<file path="config.mk">
export PLATFORM = sky130hd
export DESIGN_NAME = rv_run_ctrl
export DESIGN_NICKNAME = d
export VERILOG_FILES = /design/src/rtl/rv_run_ctrl.sv
export SDC_FILE = /design/constraint.sdc
export NUM_CORES = 1
export LEC_CHECK = 0
export ABC_CLOCK_PERIOD_IN_PS = 3300
export BUFFER_PORTS_ARGS = -buffer_cell sky130_fd_sc_hd__buf_4
export CORE_MARGIN = 2
export CORE_UTILIZATION = 45
export CTS_CLUSTER_SIZE = 10
export DETAILED_ROUTE_END_ITERATION = 7
export PLACE_DENSITY = 0.83
export SYNTH_ARGS = -nofsm -noshare
export SYNTH_HDL_FRONTEND = slang
export SYNTH_SLANG_ARGS = --single-unit
</file>
<file path="constraint.sdc">
create_clock -name clk -period 3.3 [get_ports clk]
set_input_delay 0.66 -clock clk [delete_from_list [all_inputs] [get_ports clk]]
set_output_delay 0.66 -clock clk [all_outputs]
set_load 0.005 [all_outputs]
</file>
<file path="src/rtl/rv_run_ctrl.sv">
// Load/run/dump controller for a small RISC-V core: streams an image into core memory,
// pulses core reset, runs until SYSTEM (or watchdog with RV_RUN_CTRL_TIMEOUT_EN), dumps registers.
module rv_run_ctrl #(
  parameter int unsigned XLEN       = 32,
  parameter int unsigned NREGS      = 32,
  parameter int unsigned AW         = 16,
  parameter int unsigned TIMEOUT    = 10000,
  parameter int unsigned RST_CYCLES = 2
) (
  input  logic                     clk,
  input  logic                     rst_n,
  input  logic                     start,
  input  logic                     ld_valid,
  input  logic [7:0]               ld_data,
  input  logic                     ld_last,
  output logic                     ld_ready,
  output logic                     mem_we,
  output logic [AW-1:0]            mem_addr,
  output logic [7:0]               mem_wdata,
  output logic                     cpu_rst,
  output logic                     cpu_run,
  input  logic [XLEN-1:0]          inst,
  output logic [$clog2(NREGS)-1:0] reg_idx,
  input  logic [XLEN-1:0]          reg_rdata,
  output logic                     dump_valid,
  input  logic                     dump_ready,
  output logic [$clog2(NREGS)-1:0] dump_idx,
  output logic [XLEN-1:0]          dump_data,
  output logic                     done,
  output logic                     timed_out,
  output logic [31:0]              cycles
);

  localparam int unsigned IW = $clog2(NREGS);
  localparam int unsigned CW = $clog2(RST_CYCLES + 1);

  localparam logic [2:0] S_IDLE = 3'd0;
  localparam logic [2:0] S_LOAD = 3'd1;
  localparam logic [2:0] S_CRST = 3'd2;
  localparam logic [2:0] S_RUN  = 3'd3;
  localparam logic [2:0] S_DUMP = 3'd4;
  localparam logic [2:0] S_DONE = 3'd5;

`ifndef RV_RUN_CTRL_TIMEOUT_EN
  localparam int unsigned unused_timeout = TIMEOUT;
`endif

  logic [2:0]    state_q, state_d;
  logic [AW-1:0] ptr_q, ptr_d;
  logic [IW-1:0] idx_q, idx_d;
  logic [CW-1:0] rcnt_q, rcnt_d;
  logic [31:0]   cycles_q, cycles_d;
  logic          to_q, to_d;
  logic          sys_c;
  logic          unused_inst;

  assign sys_c       = (inst[6:0] == 7'b1110011);
  assign unused_inst = ^inst[XLEN-1:7];

  // Next-state and datapath updates; mem_we is the only purely combinational strobe.
  always_comb begin
    state_d  = state_q;
    ptr_d    = ptr_q;
    idx_d    = idx_q;
    rcnt_d   = rcnt_q;
    cycles_d = cycles_q;
    to_d     = to_q;
    mem_we   = 1'b0;
    case (state_q)
      S_IDLE: begin
        if (start) begin
          state_d = S_LOAD;
          ptr_d   = '0;
        end
      end
      S_LOAD: begin
        if (ld_valid && ld_ready) begin
          mem_we = 1'b1;
          ptr_d  = ptr_q + AW'(1);
          // The top address ends the load so later bytes can never wrap onto address 0.
          if (ld_last || (ptr_q == {AW{1'b1}})) begin
            state_d = S_CRST;
            rcnt_d  = '0;
          end
        end
      end
      S_CRST: begin
        cycles_d = '0;
        if (rcnt_q == CW'(RST_CYCLES - 1)) state_d = S_RUN;
        else rcnt_d = rcnt_q + CW'(1);
      end
      S_RUN: begin
        if (cycles_q != 32'hFFFF_FFFF) cycles_d = cycles_q + 32'd1;
        if (sys_c) begin
          state_d = S_DUMP;
          idx_d   = '0;
          to_d    = 1'b0;
        end
`ifdef RV_RUN_CTRL_TIMEOUT_EN
        else if (cycles_q == 32'(TIMEOUT - 1)) begin
          state_d = S_DUMP;
          idx_d   = '0;
          to_d    = 1'b1;
        end
`endif
      end
      S_DUMP: begin
        if (dump_ready) begin
          if (idx_q == IW'(NREGS - 1)) state_d = S_DONE;
          else idx_d = idx_q + IW'(1);
        end
      end
      S_DONE: begin
        if (start) begin
          state_d = S_LOAD;
          ptr_d   = '0;
          to_d    = 1'b0;
        end
      end
      default: state_d = S_IDLE;
    endcase
  end

  always_ff @(posedge clk or negedge rst_n) begin
    if (!rst_n) begin
      state_q  <= S_IDLE;
      ptr_q    <= '0;
      idx_q    <= '0;
      rcnt_q   <= '0;
      cycles_q <= '0;
      to_q     <= 1'b0;
    end else begin
      state_q  <= state_d;
      ptr_q    <= ptr_d;
      idx_q    <= idx_d;
      rcnt_q   <= rcnt_d;
      cycles_q <= cycles_d;
      to_q     <= to_d;
    end
  end

  // Status and control are straight decodes of the state register.
  assign ld_ready   = (state_q == S_LOAD);
  assign mem_addr   = ptr_q;
  assign mem_wdata  = ld_data;
  assign cpu_rst    = (state_q == S_IDLE) || (state_q == S_CRST);
  assign cpu_run    = (state_q == S_RUN);
  assign reg_idx    = idx_q;
  assign dump_idx   = idx_q;
  assign dump_valid = (state_q == S_DUMP);
  assign dump_data  = reg_rdata;
  assign done       = (state_q == S_DONE);
  assign cycles     = cycles_q;
  assign timed_out  = to_q;

endmodule

</file>
==> flow_metrics.env <==
export IMPL_status="complete, no violations"
export IMPL_combPwrFrac=0.357
export IMPL_p_sw_frac=0.383
export IMPL_die_area_mm2=0.00938
export IMPL_via_per_inst=6.14
export IMPL_ctsHtreeMaxLevel=3
export IMPL_io_buffers=76
export IMPL_worstPathBufferInverterCount=2
export IMPL_io_pins=183
export IMPL_fin_skew_ps=7.37
export IMPL_postCtsHoldBufs=0
export IMPL_grt_pass1_wl_um=16600
export IMPL_setup_viol=0
export IMPL_critPathMaxStageDelay_ps=560
export IMPL_maxCapViolCount=0
export IMPL_multi_input_area_mm2=0.00192
export IMPL_power_w=0.00275
export IMPL_ys_warn_count=0
export IMPL_crit_slowest_cell="dfrtp_1"
export IMPL_netlist_area_mm2=0.00388
export IMPL_synth_edf_count=0
export IMPL_post_cts_setup_buffers=0
export IMPL_worstMarginPinSlew_ps=965
export IMPL_finalCritPeriodShare=0.785
export IMPL_clkPwrFrac=0.287
export IMPL_grt_pass1_vias=3474
export IMPL_crit_family="simple AND/OR/NAND/NOR gates"
export IMPL_synth_seq_cells=58
export IMPL_worst_hold_slack_ps=392
export IMPL_seq_area_mm2=0.00145
export IMPL_leakagePower_nw=1.90
export IMPL_track_usage=0.210
export IMPL_endpoint_kind="output pin"
export IMPL_switchingPower_w=0.00105
export IMPL_wl_per_cell_um=17.0
export IMPL_synth_cell_types=58
export IMPL_fillers=723
export IMPL_arrival_ps=1930
export IMPL_cts_tree="done"
export IMPL_grt_max_degree=59
export IMPL_drt_initial_drc_count=205
export IMPL_totalWireLength_um=10000
export IMPL_rsz0062_at_grt="no"
export IMPL_diodes=0
export IMPL_numCtsBuffers=9
export IMPL_netlist_instances=455
export IMPL_row_count=33
export IMPL_cp_start_kind="flop"
export IMPL_async_flop_share=1.00
export IMPL_antenna_found_initial=0
export IMPL_gp_congestion=0.831
export IMPL_synthesis_nets=538
export IMPL_final_nets=564
export IMPL_root_buffer="clkbuf_8"
export IMPL_start_util=0.467
export IMPL_irDropWorstVdd_mv=0.328
export IMPL_syn_to_final_growth_pct=13.6
export IMPL_crit_fanout=12
export IMPL_finalSetupTns_ps=0
export IMPL_core_area_mm2=0.00830
export IMPL_drcViolationCount=0
export IMPL_min_period_ps=2590
export IMPL_ant_nets=0
export IMPL_cts_buffer_depth=2
export IMPL_cp_required_ps=2640
export IMPL_max_slew_margin=0.357
export IMPL_drv_slew=0
export IMPL_clkSlewWorstSetupHoldPaths_ps=70
export IMPL_hpwl_um=6870
export IMPL_dr_pass1_iters=5
export IMPL_die_h_um=96.8
export IMPL_synth_flop_cell="dfrtp_1"
export IMPL_power_internal_w=0.00169
export IMPL_path_class="reg2out"
export IMPL_cts_resized=0
export IMPL_via_count=3627
export IMPL_layout_drive_gt1_share=0.220
export IMPL_avgSynthCellArea_um2=8.52
export IMPL_fp_dieW_um=96.8
export IMPL_clk_latency_ps=340
export IMPL_power_density_mw_per_mm2=623
export IMPL_worstPathCellList="nor2b_1 > nand2_1 > inv_2 > buf_4"
export IMPL_fmax_mhz=386
export IMPL_yosysSeqAreaShare=0.374
export IMPL_hold_path_class="in2async"
export IMPL_cts_sinks=58
export IMPL_hold_viol=0
export IMPL_place_inst=575
export IMPL_overflow=0
export IMPL_stdcell_count=591
export IMPL_seq_power_share=0.356
power by group through the flow:
stage | Combinational, W | Sequential (W) | Clock, W
2_1_floorplan | 0.000679 | 0.000944 | 0
6_report | 0.000980 | 0.000978 | 0.000788
3_5_place_dp | 0.000967 | 0.000987 | 0
5_1_grt | 0.00108 | 0.00100 | 0.000828
3_3_place_gp | 0.000940 | 0.000972 | 0
4_1_cts | 0.000974 | 0.000974 | 0.000797
flip-flops by register name (all words and copies together), names as in the netlist:
| name | cells |
|---|---|
| rcnt_q | 2 |
| cycles | 32 |
| mem_addr | 16 |
| state_q | 3 |
| dump_idx | 5 |
final timing paths:
kind | slack [ps] | startpoint | end | cells past startpoint
max | 710 | state_q[1] | cpu_run | 4
min in group clk | 530 | rcnt_q[1] | rcnt_q[1] | 2
min | 390 | rst_n | mem_addr[13] | 1
max reg2reg | 750 | cycles[0] | cycles[23] | 7
min reg2reg | 530 | rcnt_q[1] | rcnt_q[1] | 2
max in group asynchronous | 2400 | rst_n | cycles[12] | 1
cell families (layout without fill, tap and decap cells):
family          Yosys count  count (layout)  synth area share
simple gates            203             203             0.281
compound gates           86              86             0.146
buf+inv                  81             112             0.130
flops                    58              58             0.374
mux                      11              11            0.0294
xor+xnor                 10              10            0.0226
fa+ha+maj                 5               5            0.0161
other cells               1               1          0.000967
area by class of cell:
class | instances | share of cell area
clock buffers | 12 | 0.0375
multi-input cells | 316 | 0.436
flip-flops and latches | 58 | 0.329
clock inverters | 4 | 0.0165
inverters | 15 | 0.0128
well taps | 105 | 0.0298
repair buffers | 81 | 0.138
cells in the mapped netlist (5+ instances only):
library cell	number	share of area
nand2_1	46	0.045
nor4_1	13	0.021
clkbuf_1	12	0.012
ha_1	5	0.016
dfrtp_1	58	0.37
mux2i_1	8	0.021
xnor2_1	10	0.023
nand4_1	16	0.026
buf_4	48	0.093
nor3_1	14	0.018
or3_1	5	0.0081
nor4b_1	5	0.011
inv_1	14	0.014
or4_1	5	0.0097
a21oi_1	15	0.019
and4_1	8	0.018
o211ai_1	5	0.0097
nand3_1	27	0.035
o21ai_0	26	0.034
a31oi_1	6	0.0097
nor2_1	37	0.036
metal layers:
layer / vias to the layer above / global-route usage / wire length, µm
met2: 173 / 0.354 / 4920
li1: 1672 / - / -
met5: - / 0 / 0
met1: 1735 / 0.256 / 4100
met4: 0 / 0.0834 / 240
met3: 47 / 0.0571 / 788
stage by stage:
step,setup WS [ps],util,cell area (µm²)
3_5_place_dp,716,0.502,4170
3_3_place_gp,763,0.502,4170
6_report,708,0.531,4410
4_1_cts,705,0.531,4410
2_1_floorplan,1260,-,3880
5_1_grt,555,0.531,4410
cell usage in the layout, fill, tap and decap left out, types with 2 or more instances in the layout:
cell / Yosys / routed
nor4_1: 13 / 13
o22a_1: 3 / 3
ha_1: 5 / 5
buf_4: 48 / 81
bufinv_16: 0 / 2
nand2_1: 46 / 46
nor3b_1: 4 / 4
inv_1: 14 / 14
o22ai_1: 4 / 4
clkbuf_8: 0 / 12
or4_1: 5 / 5
and2_1: 3 / 3
o21ai_0: 26 / 26
a22o_1: 4 / 4
and4_1: 8 / 8
nand3_1: 27 / 27
nand4_1: 16 / 16
o21ai_1: 2 / 2
xnor2_1: 10 / 10
nor2b_1: 3 / 3
o211ai_1: 5 / 5
mux2i_1: 8 / 8
or3_1: 5 / 5
dfrtp_1: 58 / 58
nor4b_1: 5 / 5
nand2b_1: 4 / 4
o31ai_1: 4 / 4
nand4b_1: 2 / 2
a21oi_1: 15 / 15
mux2_2: 2 / 2
or4_4: 2 / 2
o21bai_1: 2 / 2
and3_1: 4 / 4
nor2_1: 37 / 37
o41ai_1: 3 / 3
nand4_2: 2 / 2
nor3_1: 14 / 14
a31oi_1: 6 / 6
Note: power is estimated with default switching activity, not from simulation.
